<file path="config.mk">
export PLATFORM = sky130hd
export DESIGN_NAME = instr_encoder
export DESIGN_NICKNAME = d
export VERILOG_FILES = /design/src/rtl/instr_encoder.sv
export SDC_FILE = /design/constraint.sdc
export NUM_CORES = 1
export LEC_CHECK = 0
export ABC_AREA = 1
export CAP_MARGIN = 20
export CORE_ASPECT_RATIO = 0.9
export CORE_MARGIN = 1
export CORE_UTILIZATION = 45
export CTS_CLUSTER_DIAMETER = 50
export DETAILED_ROUTE_END_ITERATION = 12
export PLACE_DENSITY = 0.79
export RECOVER_POWER = 100
export SLEW_MARGIN = 30
export SYNTH_ARGS = -nofsm -noshare
export SYNTH_HDL_FRONTEND = slang
export SYNTH_SLANG_ARGS = --single-unit
</file>
<file path="constraint.sdc">
create_clock -name clk -period 6.35 [get_ports clk]
set_input_delay 1.27 -clock clk [delete_from_list [all_inputs] [get_ports clk]]
set_output_delay 1.27 -clock clk [all_outputs]
set_load 0.05 [all_outputs]
</file>
<file path="src/rtl/instr_encoder.sv">
// instr_encoder: packs symbolic MIPS instructions into 32-bit machine words,
// buffers them in a DEPTH-entry FIFO and streams them into instruction memory
// at consecutive word addresses through a we/ready write port.
// Optional feature macro: DELAY_SLOT_PAD_EN -- when defined, a NOP word is
// written after every BEQ and J (branch delay slot padding).
module instr_encoder #(
  parameter int DEPTH  = 4,
  parameter int ADDR_W = 6
) (
  input  logic              clk,
  input  logic              reset_n,
  input  logic              in_valid,
  output logic              in_ready,
  input  logic [3:0]        mnem,
  input  logic [4:0]        rs,
  input  logic [4:0]        rt,
  input  logic [4:0]        rd,
  input  logic [15:0]       imm,
  input  logic [25:0]       target,
  input  logic              addr_load,
  input  logic [ADDR_W-1:0] addr_val,
  input  logic              clear_err,
  output logic              mem_we,
  input  logic              mem_ready,
  output logic [ADDR_W-1:0] mem_addr,
  output logic [31:0]       mem_wdata,
  output logic              err,
  output logic [15:0]       wr_count
);

  localparam int PW = $clog2(DEPTH);
  localparam int CW = PW + 1;

`ifdef DELAY_SLOT_PAD_EN
  typedef enum logic [1:0] {IDLE, WRITE, PAD} state_t;
`else
  typedef enum logic [0:0] {IDLE, WRITE} state_t;
`endif

  state_t          state;

  // FIFO storage and control
  logic [31:0]     word_mem [DEPTH];
`ifdef DELAY_SLOT_PAD_EN
  logic            pad_mem  [DEPTH];
`endif
  logic [PW-1:0]   wptr;
  logic [PW-1:0]   rptr;
  logic [CW-1:0]   count;

  logic [32:0]     enc;        // {legal, word}
  logic            accept;
  logic            push;
  logic            bad;
  logic            pop;
  logic            done;
  logic [CW-1:0]   remain;
  logic [PW-1:0]   head_idx;
  logic [31:0]     next_word;
  logic            have_next;

  // Opcode/funct map shared with the single-cycle controller decoders.
  // Bit 32 flags a legal mnemonic; illegal ones return all zeros.
  function automatic logic [32:0] encode(
    input logic [3:0]  m,
    input logic [4:0]  s,
    input logic [4:0]  t,
    input logic [4:0]  d,
    input logic [15:0] i,
    input logic [25:0] tg
  );
    logic [32:0] r;
    r = {1'b1, 32'h0000_0000};
    case (m)
      4'd0:    r[31:0] = {6'h00, s, t, d, 5'd0, 6'h20};  // ADD
      4'd1:    r[31:0] = {6'h00, s, t, d, 5'd0, 6'h22};  // SUB
      4'd2:    r[31:0] = {6'h00, s, t, d, 5'd0, 6'h24};  // AND
      4'd3:    r[31:0] = {6'h00, s, t, d, 5'd0, 6'h25};  // OR
      4'd4:    r[31:0] = {6'h00, s, t, d, 5'd0, 6'h2A};  // SLT
      4'd5:    r[31:0] = {6'h23, s, t, i};               // LW
      4'd6:    r[31:0] = {6'h2B, s, t, i};               // SW
      4'd7:    r[31:0] = {6'h04, s, t, i};               // BEQ
      4'd8:    r[31:0] = {6'h08, s, t, i};               // ADDI
      4'd9:    r[31:0] = {6'h0F, 5'd0, t, i};            // LUI ignores rs
      4'd10:   r[31:0] = {6'h0D, s, t, i};               // ORI
      4'd11:   r[31:0] = {6'h02, tg};                    // J
      default: r       = '0;
    endcase
    return r;
  endfunction

`ifdef DELAY_SLOT_PAD_EN
  // Branches and jumps get a NOP in their delay slot.
  function automatic logic is_branch(input logic [3:0] m);
    return (m == 4'd7) || (m == 4'd11);
  endfunction
`endif

  assign enc      = encode(mnem, rs, rt, rd, imm, target);
  assign in_ready = (count < CW'(DEPTH));
  assign accept   = in_valid && in_ready;
  assign push     = accept && enc[32];
  assign bad      = accept && !enc[32];
  assign pop      = (state == WRITE) && mem_ready;
  assign done     = mem_we && mem_ready;

  // Entries still stored after this edge's pop (excluding any push), and the
  // index of the entry that becomes the head.
  assign remain    = count - CW'(pop);
  assign head_idx  = rptr + PW'(pop);
  assign have_next = (remain != '0) || push;

  // Next word to present: the oldest stored entry, or the word being pushed
  // right now when nothing else is buffered (gives one-cycle latency).
  always_comb begin
    next_word = enc[31:0];
    if (remain != '0) begin
      next_word = word_mem[head_idx];
    end
  end

  // FIFO data storage; payload only, so no reset is needed.
  always_ff @(posedge clk) begin
    if (push) begin
      word_mem[wptr] <= enc[31:0];
`ifdef DELAY_SLOT_PAD_EN
      pad_mem[wptr]  <= is_branch(mnem);
`endif
    end
  end

  // FIFO pointers, occupancy and the sticky illegal-mnemonic flag.
  always_ff @(posedge clk or negedge reset_n) begin
    if (!reset_n) begin
      wptr  <= '0;
      rptr  <= '0;
      count <= '0;
      err   <= 1'b0;
    end else begin
      if (push) begin
        wptr <= wptr + PW'(1);
      end
      if (pop) begin
        rptr <= rptr + PW'(1);
      end
      count <= count + CW'(push) - CW'(pop);
      if (bad) begin
        err <= 1'b1;
      end else if (clear_err) begin
        err <= 1'b0;
      end
    end
  end

  // Write address and completed-write counter; addr_load overrides increment.
  always_ff @(posedge clk or negedge reset_n) begin
    if (!reset_n) begin
      mem_addr <= '0;
      wr_count <= '0;
    end else begin
      if (addr_load) begin
        mem_addr <= addr_val;
      end else if (done) begin
        mem_addr <= mem_addr + ADDR_W'(1);
      end
      wr_count <= wr_count + 16'(done);
    end
  end

  // Write FSM with registered mem_we/mem_wdata; data holds while stalled.
  always_ff @(posedge clk or negedge reset_n) begin
    if (!reset_n) begin
      state     <= IDLE;
      mem_we    <= 1'b0;
      mem_wdata <= '0;
    end else begin
      case (state)
        IDLE: begin
          if (have_next) begin
            state     <= WRITE;
            mem_we    <= 1'b1;
            mem_wdata <= next_word;
          end
        end
        WRITE: begin
          if (mem_ready) begin
`ifdef DELAY_SLOT_PAD_EN
            if (pad_mem[rptr]) begin
              state     <= PAD;
              mem_we    <= 1'b1;
              mem_wdata <= 32'h0000_0000;
            end else
`endif
            if (have_next) begin
              state     <= WRITE;
              mem_we    <= 1'b1;
              mem_wdata <= next_word;
            end else begin
              state     <= IDLE;
              mem_we    <= 1'b0;
            end
          end
        end
`ifdef DELAY_SLOT_PAD_EN
        PAD: begin
          if (mem_ready) begin
            if (have_next) begin
              state     <= WRITE;
              mem_we    <= 1'b1;
              mem_wdata <= next_word;
            end else begin
              state     <= IDLE;
              mem_we    <= 1'b0;
            end
          end
        end
`endif
        default: begin
          state  <= IDLE;
          mem_we <= 1'b0;
        end
      endcase
    end
  end

endmodule

</file>
# Word level (Yosys, flattened, before mapping)
# Memories as Yosys holds them, arrays and structs flattened.
# Cells that the tools add are included.
# op_classes
reduce_logical	13
muxes	18
n_eq_ne	13
addsub	8
bitwise	1
magnitude_cmp	1
# ops
operator	count
$pmux 32 s12	1
$mux 32	3
$pmux 32 s2	1
$add 16x1->16	1
$eq 4x3->1 const B	4
$eq 4x4->1 const B	4
$mux 6	2
$reduce_or 12->1	1
$mux 1	9
$eq 4x2->1 const B	2
$add 6x1->6 const B	1
$sub 3x1->3	2
$logic_and 1x1->1	5
$add 2x1->2 const B	2
$eq 4x1->1 const B	1
$logic_not 4->1	1
$ne 2x2->1 const B	2
$pmux 1 s2	2
$reduce_bool 2->1	2
$add 3x1->3	1
$lt 3x3->1 const B	1
$reduce_bool 3->1	1
$add 2x1->2	1
$reduce_and 2->1	1
other kinds (3)	3
# word_totals
out_inout_bits	57
ramBits	128
memories	1
register_bits	64
elab_cells	64
input_bits	73
# mem_list
memory	words	word_bits	rd	rd_clocked_by_memory_dff	wr	line_no	source
word_mem	4	32	1	0	1	43	logic [31:0] word_mem [DEPTH];

# Logic depth before layout (Yosys ltp)
# depth
ltp_word	8
depth_mapped	14
ltp_nobuf	12

# Worst setup path after synthesis
# No wires, ideal clock.
# synth_timing
kind	input-to-reg
start	input mnem[3]
end	memory word_mem[0][0] (enable)
required_time_ns	5.931
setup_ns	0.419
arrival_ns	2.909
cell_stages	4
path_buffers	1
slack_ns	3.022
path_cell_list	buf_6 nand2_4 nand3_4 nor2_1
# synth_via
elab_chain_len	6
elab_cells_between_ends	17
cone_classes	eq/ne (11); mux (3); reduce/logical (3)
# synth_rtl
element	line_no	source
from (decl)	14	input logic [3:0] mnem,
$eq 4x4->1, or another cell as far along	74	case (m)
$reduce_or 12->1 (no source line) (*)	--	
$mux 1 (*)	74	
$logic_and 1x1->1 (*)	102	assign push = accept && enc[32];
$mux 1 (*)	124	if (push) begin
$mux 1 (not written as such) (*)	125	word_mem[wptr] <= enc[31:0];
to (decl)	43	
# Mark *: on every way between the ends. The rest lies on a longest branch, timed or not.

# Final worst setup path
# layout_timing
start	input mem_ready
end	register mem_wdata[5]
# layout_via
elab_chain_len	7
elab_cells_between_ends	11
cone_classes	add/sub (2); eq/ne (1); mux (4); reduce/logical (3); memory (1)
# layout_rtl
element	line_no	source
from (decl)	24	input logic mem_ready,
$logic_and 1x1->1 (*)	104	assign pop = (state == WRITE) && mem_ready;
named net pop	55	logic pop;
$add 2x1->2 / $sub 3x1->3 (equally long branches)	110, 109	
$mem_v2 4x32 / $reduce_bool 3->1 (equally long branches)	--	
$mux 32 / $logic_or 1x1->1 (equally long branches)	117, 111	
$mux 32 (*)	179, 194	
$mux 32	186	if (mem_ready) begin
$pmux 32 s2 (*)	177	case (state)
to (signal assigned)	182	mem_wdata <= next_word;
to (signal assigned)	197	mem_wdata <= next_word;
to (decl)	26	output logic [31:0] mem_wdata,
# Mark *: on every way through the listed nets, which the timed path passes. The rest lies on a longest branch. The select of a mux whose other input is x is not followed.
# A chain may end at the register's enable or synchronous reset.

==> run_summary.xml <==
<?xml version="1.0" encoding="UTF-8"?>
<metrics>
  <group name="clock_network">
    <metric name="cts_tree" unit="">built</metric>
    <metric name="tritoncts.num_buffers" unit="">17</metric>
    <metric name="cts-resized-gates" unit="">0</metric>
    <metric name="cts.hold.buffers_added" unit="">0</metric>
    <metric name="root_buffer" unit="">sky130_fd_sc_hd__clkbuf_16</metric>
    <metric name="h-tree-depth" unit="">4</metric>
    <metric name="worstSkewPairLatency" unit="ns">0.44</metric>
    <metric name="clkTransAtPathRegs" unit="ns">0.07</metric>
    <metric name="clockBufferDepth" unit="">2</metric>
    <metric name="tritoncts_num_sinks" unit="">187</metric>
    <metric name="postCtsSetupBuffers" unit="">0</metric>
  </group>
  <group name="hold_path">
    <metric name="min-delay-path-class" unit="">reg -&gt; reg</metric>
    <metric name="min_delay_worst_endpoint" unit="">wr_count[15]</metric>
    <metric name="min_delay_path_depth" unit="">1</metric>
    <metric name="holdCritStartpoint" unit="">wr_count[15]</metric>
  </group>
  <group name="worst_setup_path">
    <metric name="regToRegEndpoint" unit="">mem_wdata[5]</metric>
    <metric name="timing.setup.critical_path_class" unit="">in -&gt; reg</metric>
    <metric name="worst_setup_path_start_kind" unit="">input port</metric>
    <metric name="startpoint_of_the_worst_slack_reg_to_reg_timing_path" unit="">state</metric>
    <metric name="arrival" unit="ns">5.12</metric>
    <metric name="worstPathRequired" unit="ns">6.67</metric>
    <metric name="setup.reg_to_reg.worst_slack" unit="ns">2.60</metric>
    <metric name="worst-r2r-cell-count" unit="">11</metric>
    <metric name="worst-path-max-fanout" unit="">33</metric>
    <metric name="cp-end-kind" unit="">flip-flop</metric>
  </group>
  <group name="sta">
    <metric name="rsz0062_at_grt" unit="">no</metric>
    <metric name="max_clock_freq" unit="MHz">208</metric>
    <metric name="worst_tran_pin_value" unit="ns">3.64</metric>
    <metric name="timing.clock.skew" unit="ns">0.0109</metric>
    <metric name="period_needed" unit="ns">4.80</metric>
    <metric name="setup_viol" unit="">0</metric>
    <metric name="maxSlewViolCount" unit="">158</metric>
    <metric name="totalNegativeSetupSlack" unit="ns">0</metric>
    <metric name="layout_worst_path_cycle_share" unit="%">75.5</metric>
    <metric name="layout_setup_ws" unit="ns">1.55</metric>
    <metric name="max-slew-margin-rel" unit="%">-143</metric>
    <metric name="final-hold-violation-count" unit="">0</metric>
  </group>
  <group name="floorplan">
    <metric name="die-area" unit="um2">20000</metric>
    <metric name="rows" unit="">47</metric>
    <metric name="die_height" unit="um">134</metric>
    <metric name="floorplan.core_area" unit="um2">18700</metric>
    <metric name="die_width" unit="um">149</metric>
    <metric name="design.portCount" unit="">130</metric>
    <metric name="initial_utilization" unit="%">46.7</metric>
  </group>
  <group name="global_route">
    <metric name="grt_util_met3" unit="%">4.39</metric>
    <metric name="grt_pass1_vias" unit="">6342</metric>
    <metric name="grt_overflow_total" unit="">0</metric>
    <metric name="grt.total_usage" unit="%">20.8</metric>
    <metric name="globalRouteMet2Util" unit="%">35.3</metric>
    <metric name="global_route_wire_length_before_repair" unit="mm">31.5</metric>
    <metric name="largest_net_degree_at_the_start_of_global_routing" unit="">64</metric>
    <metric name="grtUsageMet1" unit="%">26.5</metric>
    <metric name="top_usage_layer" unit="">met2</metric>
    <metric name="antenna_found_initial" unit="">0</metric>
  </group>
  <group name="routing">
    <metric name="dr.first_iter.drc_count" unit="">451</metric>
    <metric name="route.detailed.wl_per_inst" unit="um">15.2</metric>
    <metric name="vias_per_cell" unit="">5.04</metric>
    <metric name="drt_pass1_iterations" unit="">5</metric>
    <metric name="detailroute.via_count" unit="">6556</metric>
    <metric name="detail_route.drc_violations" unit="">0</metric>
    <metric name="route.antenna.remaining_nets" unit="">0</metric>
    <metric name="detail_route.wirelength" unit="mm">19.8</metric>
  </group>
  <group name="placement">
    <metric name="detailedPlacementHpwl" unit="mm">12.5</metric>
    <metric name="place_worst_setup_slack" unit="ns">2.27</metric>
    <metric name="routability_congestion" unit="">0.832</metric>
    <metric name="place.port_buffers" unit="">128</metric>
  </group>
  <group name="synthesis">
    <metric name="synthDistinctLibCells" unit="">36</metric>
    <metric name="ys_async_sr_fraction" unit="%">33.7</metric>
    <metric name="postSynthRegisterBits" unit="">187</metric>
    <metric name="area_of_the_mapped_netlist" unit="um2">8730</metric>
    <metric name="ys_warn_count" unit="">0</metric>
    <metric name="syn_avg_cell_area" unit="um2">9.45</metric>
    <metric name="synth.net_count" unit="">1009</metric>
    <metric name="synth-seq-area-share" unit="%">60.7</metric>
    <metric name="synth_flop_cell" unit="">sky130_fd_sc_hd__edfxtp_1</metric>
    <metric name="post_synth_inst_count" unit="">924</metric>
    <metric name="synth_edf_count" unit="">124</metric>
  </group>
  <group name="cells_and_area">
    <metric name="multiInputGateArea" unit="um2">2920</metric>
    <metric name="fill_cells" unit="">1601</metric>
    <metric name="antennaDiodeCount" unit="">0</metric>
    <metric name="area.growth.synth_to_final" unit="%">21.6</metric>
    <metric name="mostFrequentLayoutCell" unit="">sky130_fd_sc_hd__nand2_1</metric>
    <metric name="final-seq-area" unit="um2">5300</metric>
    <metric name="num-nets-final" unit="">1129</metric>
    <metric name="final_layout_size_suffix_gt1_share" unit="%">5.49</metric>
    <metric name="most-common-layout-cells" unit="">sky130_fd_sc_hd__nand2_1 (423), sky130_fd_sc_hd__edfxtp_1 (124), sky130_fd_sc_hd__nor2_1 (77)</metric>
  </group>
  <group name="outcome">
    <metric name="outcome" unit="">finished, violations left</metric>
    <metric name="failed_checks" unit="">capacitance limit, slew limit</metric>
  </group>
  <group name="pwr">
    <metric name="cellPowerDensity" unit="nW/um2">461</metric>
    <metric name="post-layout-total-power" unit="uW">4900</metric>
    <metric name="power.leakage" unit="uW">0.00468</metric>
    <metric name="vdd_drop_max" unit="mV">0.302</metric>
  </group>
  <group name="run">
    <metric name="timing.max_cap.violations" unit="">5</metric>
  </group>
</metrics>
==> synthesized netlist by cell type, types with 4 or more instances <==
library cell               count  share of area, %
sky130_fd_sc_hd__nand2_1     421                18
sky130_fd_sc_hd__ha_1         11               1.6
sky130_fd_sc_hd__a21oi_1       4              0.23
sky130_fd_sc_hd__buf_2        21               1.2
sky130_fd_sc_hd__inv_2         4              0.17
sky130_fd_sc_hd__nand3_1      52               3.0
sky130_fd_sc_hd__inv_1        39               1.7
sky130_fd_sc_hd__nor2_1       75               3.2
sky130_fd_sc_hd__buf_6         8               1.0
sky130_fd_sc_hd__nand4_1      13              0.93
sky130_fd_sc_hd__buf_4         5              0.43
sky130_fd_sc_hd__xor2_1        9              0.90
sky130_fd_sc_hd__edfxtp_1    124                43
sky130_fd_sc_hd__o21ai_0      12              0.69
sky130_fd_sc_hd__o21ai_2       9              0.90
sky130_fd_sc_hd__nand2_2      14               1.0
sky130_fd_sc_hd__dfrtp_1      63                18
sky130_fd_sc_hd__xnor2_1      11               1.1
==> cells by family (layout without fill, tap and decap cells) <==
group	after synthesis	after routing	share of synthesized area (%)
AOI/OAI and AO/OA	36	36	2.72
xor gates and xnor gates	20	20	2.01
adders and majority gates	12	12	1.81
buffers and inverters	80	213	4.80
DFF	187	187	60.7
other	1	1	0.0430
and+or+nand+nor	588	588	27.9
==> worst max path at each step <==
stage	from	endpoint	slack [ns]	cells after the start
after floorplan	mnem[3]	word_mem[0][0]	3.02	4
after global placement	mem_ready	mem_wdata[14]	2.16	11
after detailed placement	mem_ready	mem_wdata[5]	2.27	12
after CTS	mem_ready	mem_wdata[5]	2.62	12
after global routing	mem_ready	mem_wdata[1]	1.29	12
final	mem_ready	mem_wdata[5]	1.55	12
==> sequential cells by signal, indices dropped and copies added (netlist names) <==
name       count
word_mem     124
mem_wdata     31
wr_count      16
mem_addr       6
count          3
rptr           2
wptr           2
err            1
mem_we         1
state          1
==> area by class of cell <==
type                    instances  share of cell area, %
multi-input cells             657                   27.5
clock buffers                  21                   4.34
inverters                      44                   1.59
repair buffers                137                   12.7
clock inverters                11                   1.05
well taps                     245                   2.89
flip-flops and latches        187                   49.9
==> layer usage <==
metal	up-vias	wire length, um
li1	3236	-
met3	29	1170
met1	3062	8740
met4	0	321
met5	-	0
met2	229	9560
==> critical path, cell delays in order <==
cell                            delay, ns
sky130_fd_sc_hd__dlygate4sd3_1       0.58
sky130_fd_sc_hd__nand2_1             0.12
sky130_fd_sc_hd__inv_1               0.11
sky130_fd_sc_hd__ha_1                0.30
sky130_fd_sc_hd__inv_1               0.04
sky130_fd_sc_hd__nor2_1              0.12
sky130_fd_sc_hd__nand3_1             1.07
sky130_fd_sc_hd__o21ai_4             1.09
sky130_fd_sc_hd__buf_16              0.23
sky130_fd_sc_hd__nor2_1              0.06
sky130_fd_sc_hd__nand2_1             0.06
sky130_fd_sc_hd__nand2_1             0.06
==> metrics by stage <==
| step | instance area, um2 | hold slack (ns) | util [%] | std cells |
|---|---|---|---|---|
| floorplan | 8730 | 0.478 | - | 924 |
| global placement | 10100 | 0.462 | 54.1 | 1265 |
| detailed placement | 10300 | 0.467 | 54.9 | 1270 |
| CTS | 10800 | 0.480 | 57.9 | 1302 |
| global route | 10600 | 0.485 | 56.8 | 1302 |
| finish | 10600 | 0.463 | 56.8 | 1302 |
==> where the power goes <==
| part | leakage (uW) | switching [uW] | internal (uW) | total (uW) |
|---|---|---|---|---|
| combinational | 0.00248 | 1530 | 650 | 2180 |
| sequential | 0.00192 | 129 | 1570 | 1690 |
| clock | 0.000280 | 456 | 568 | 1020 |
(Power assumes the default switching activity.)
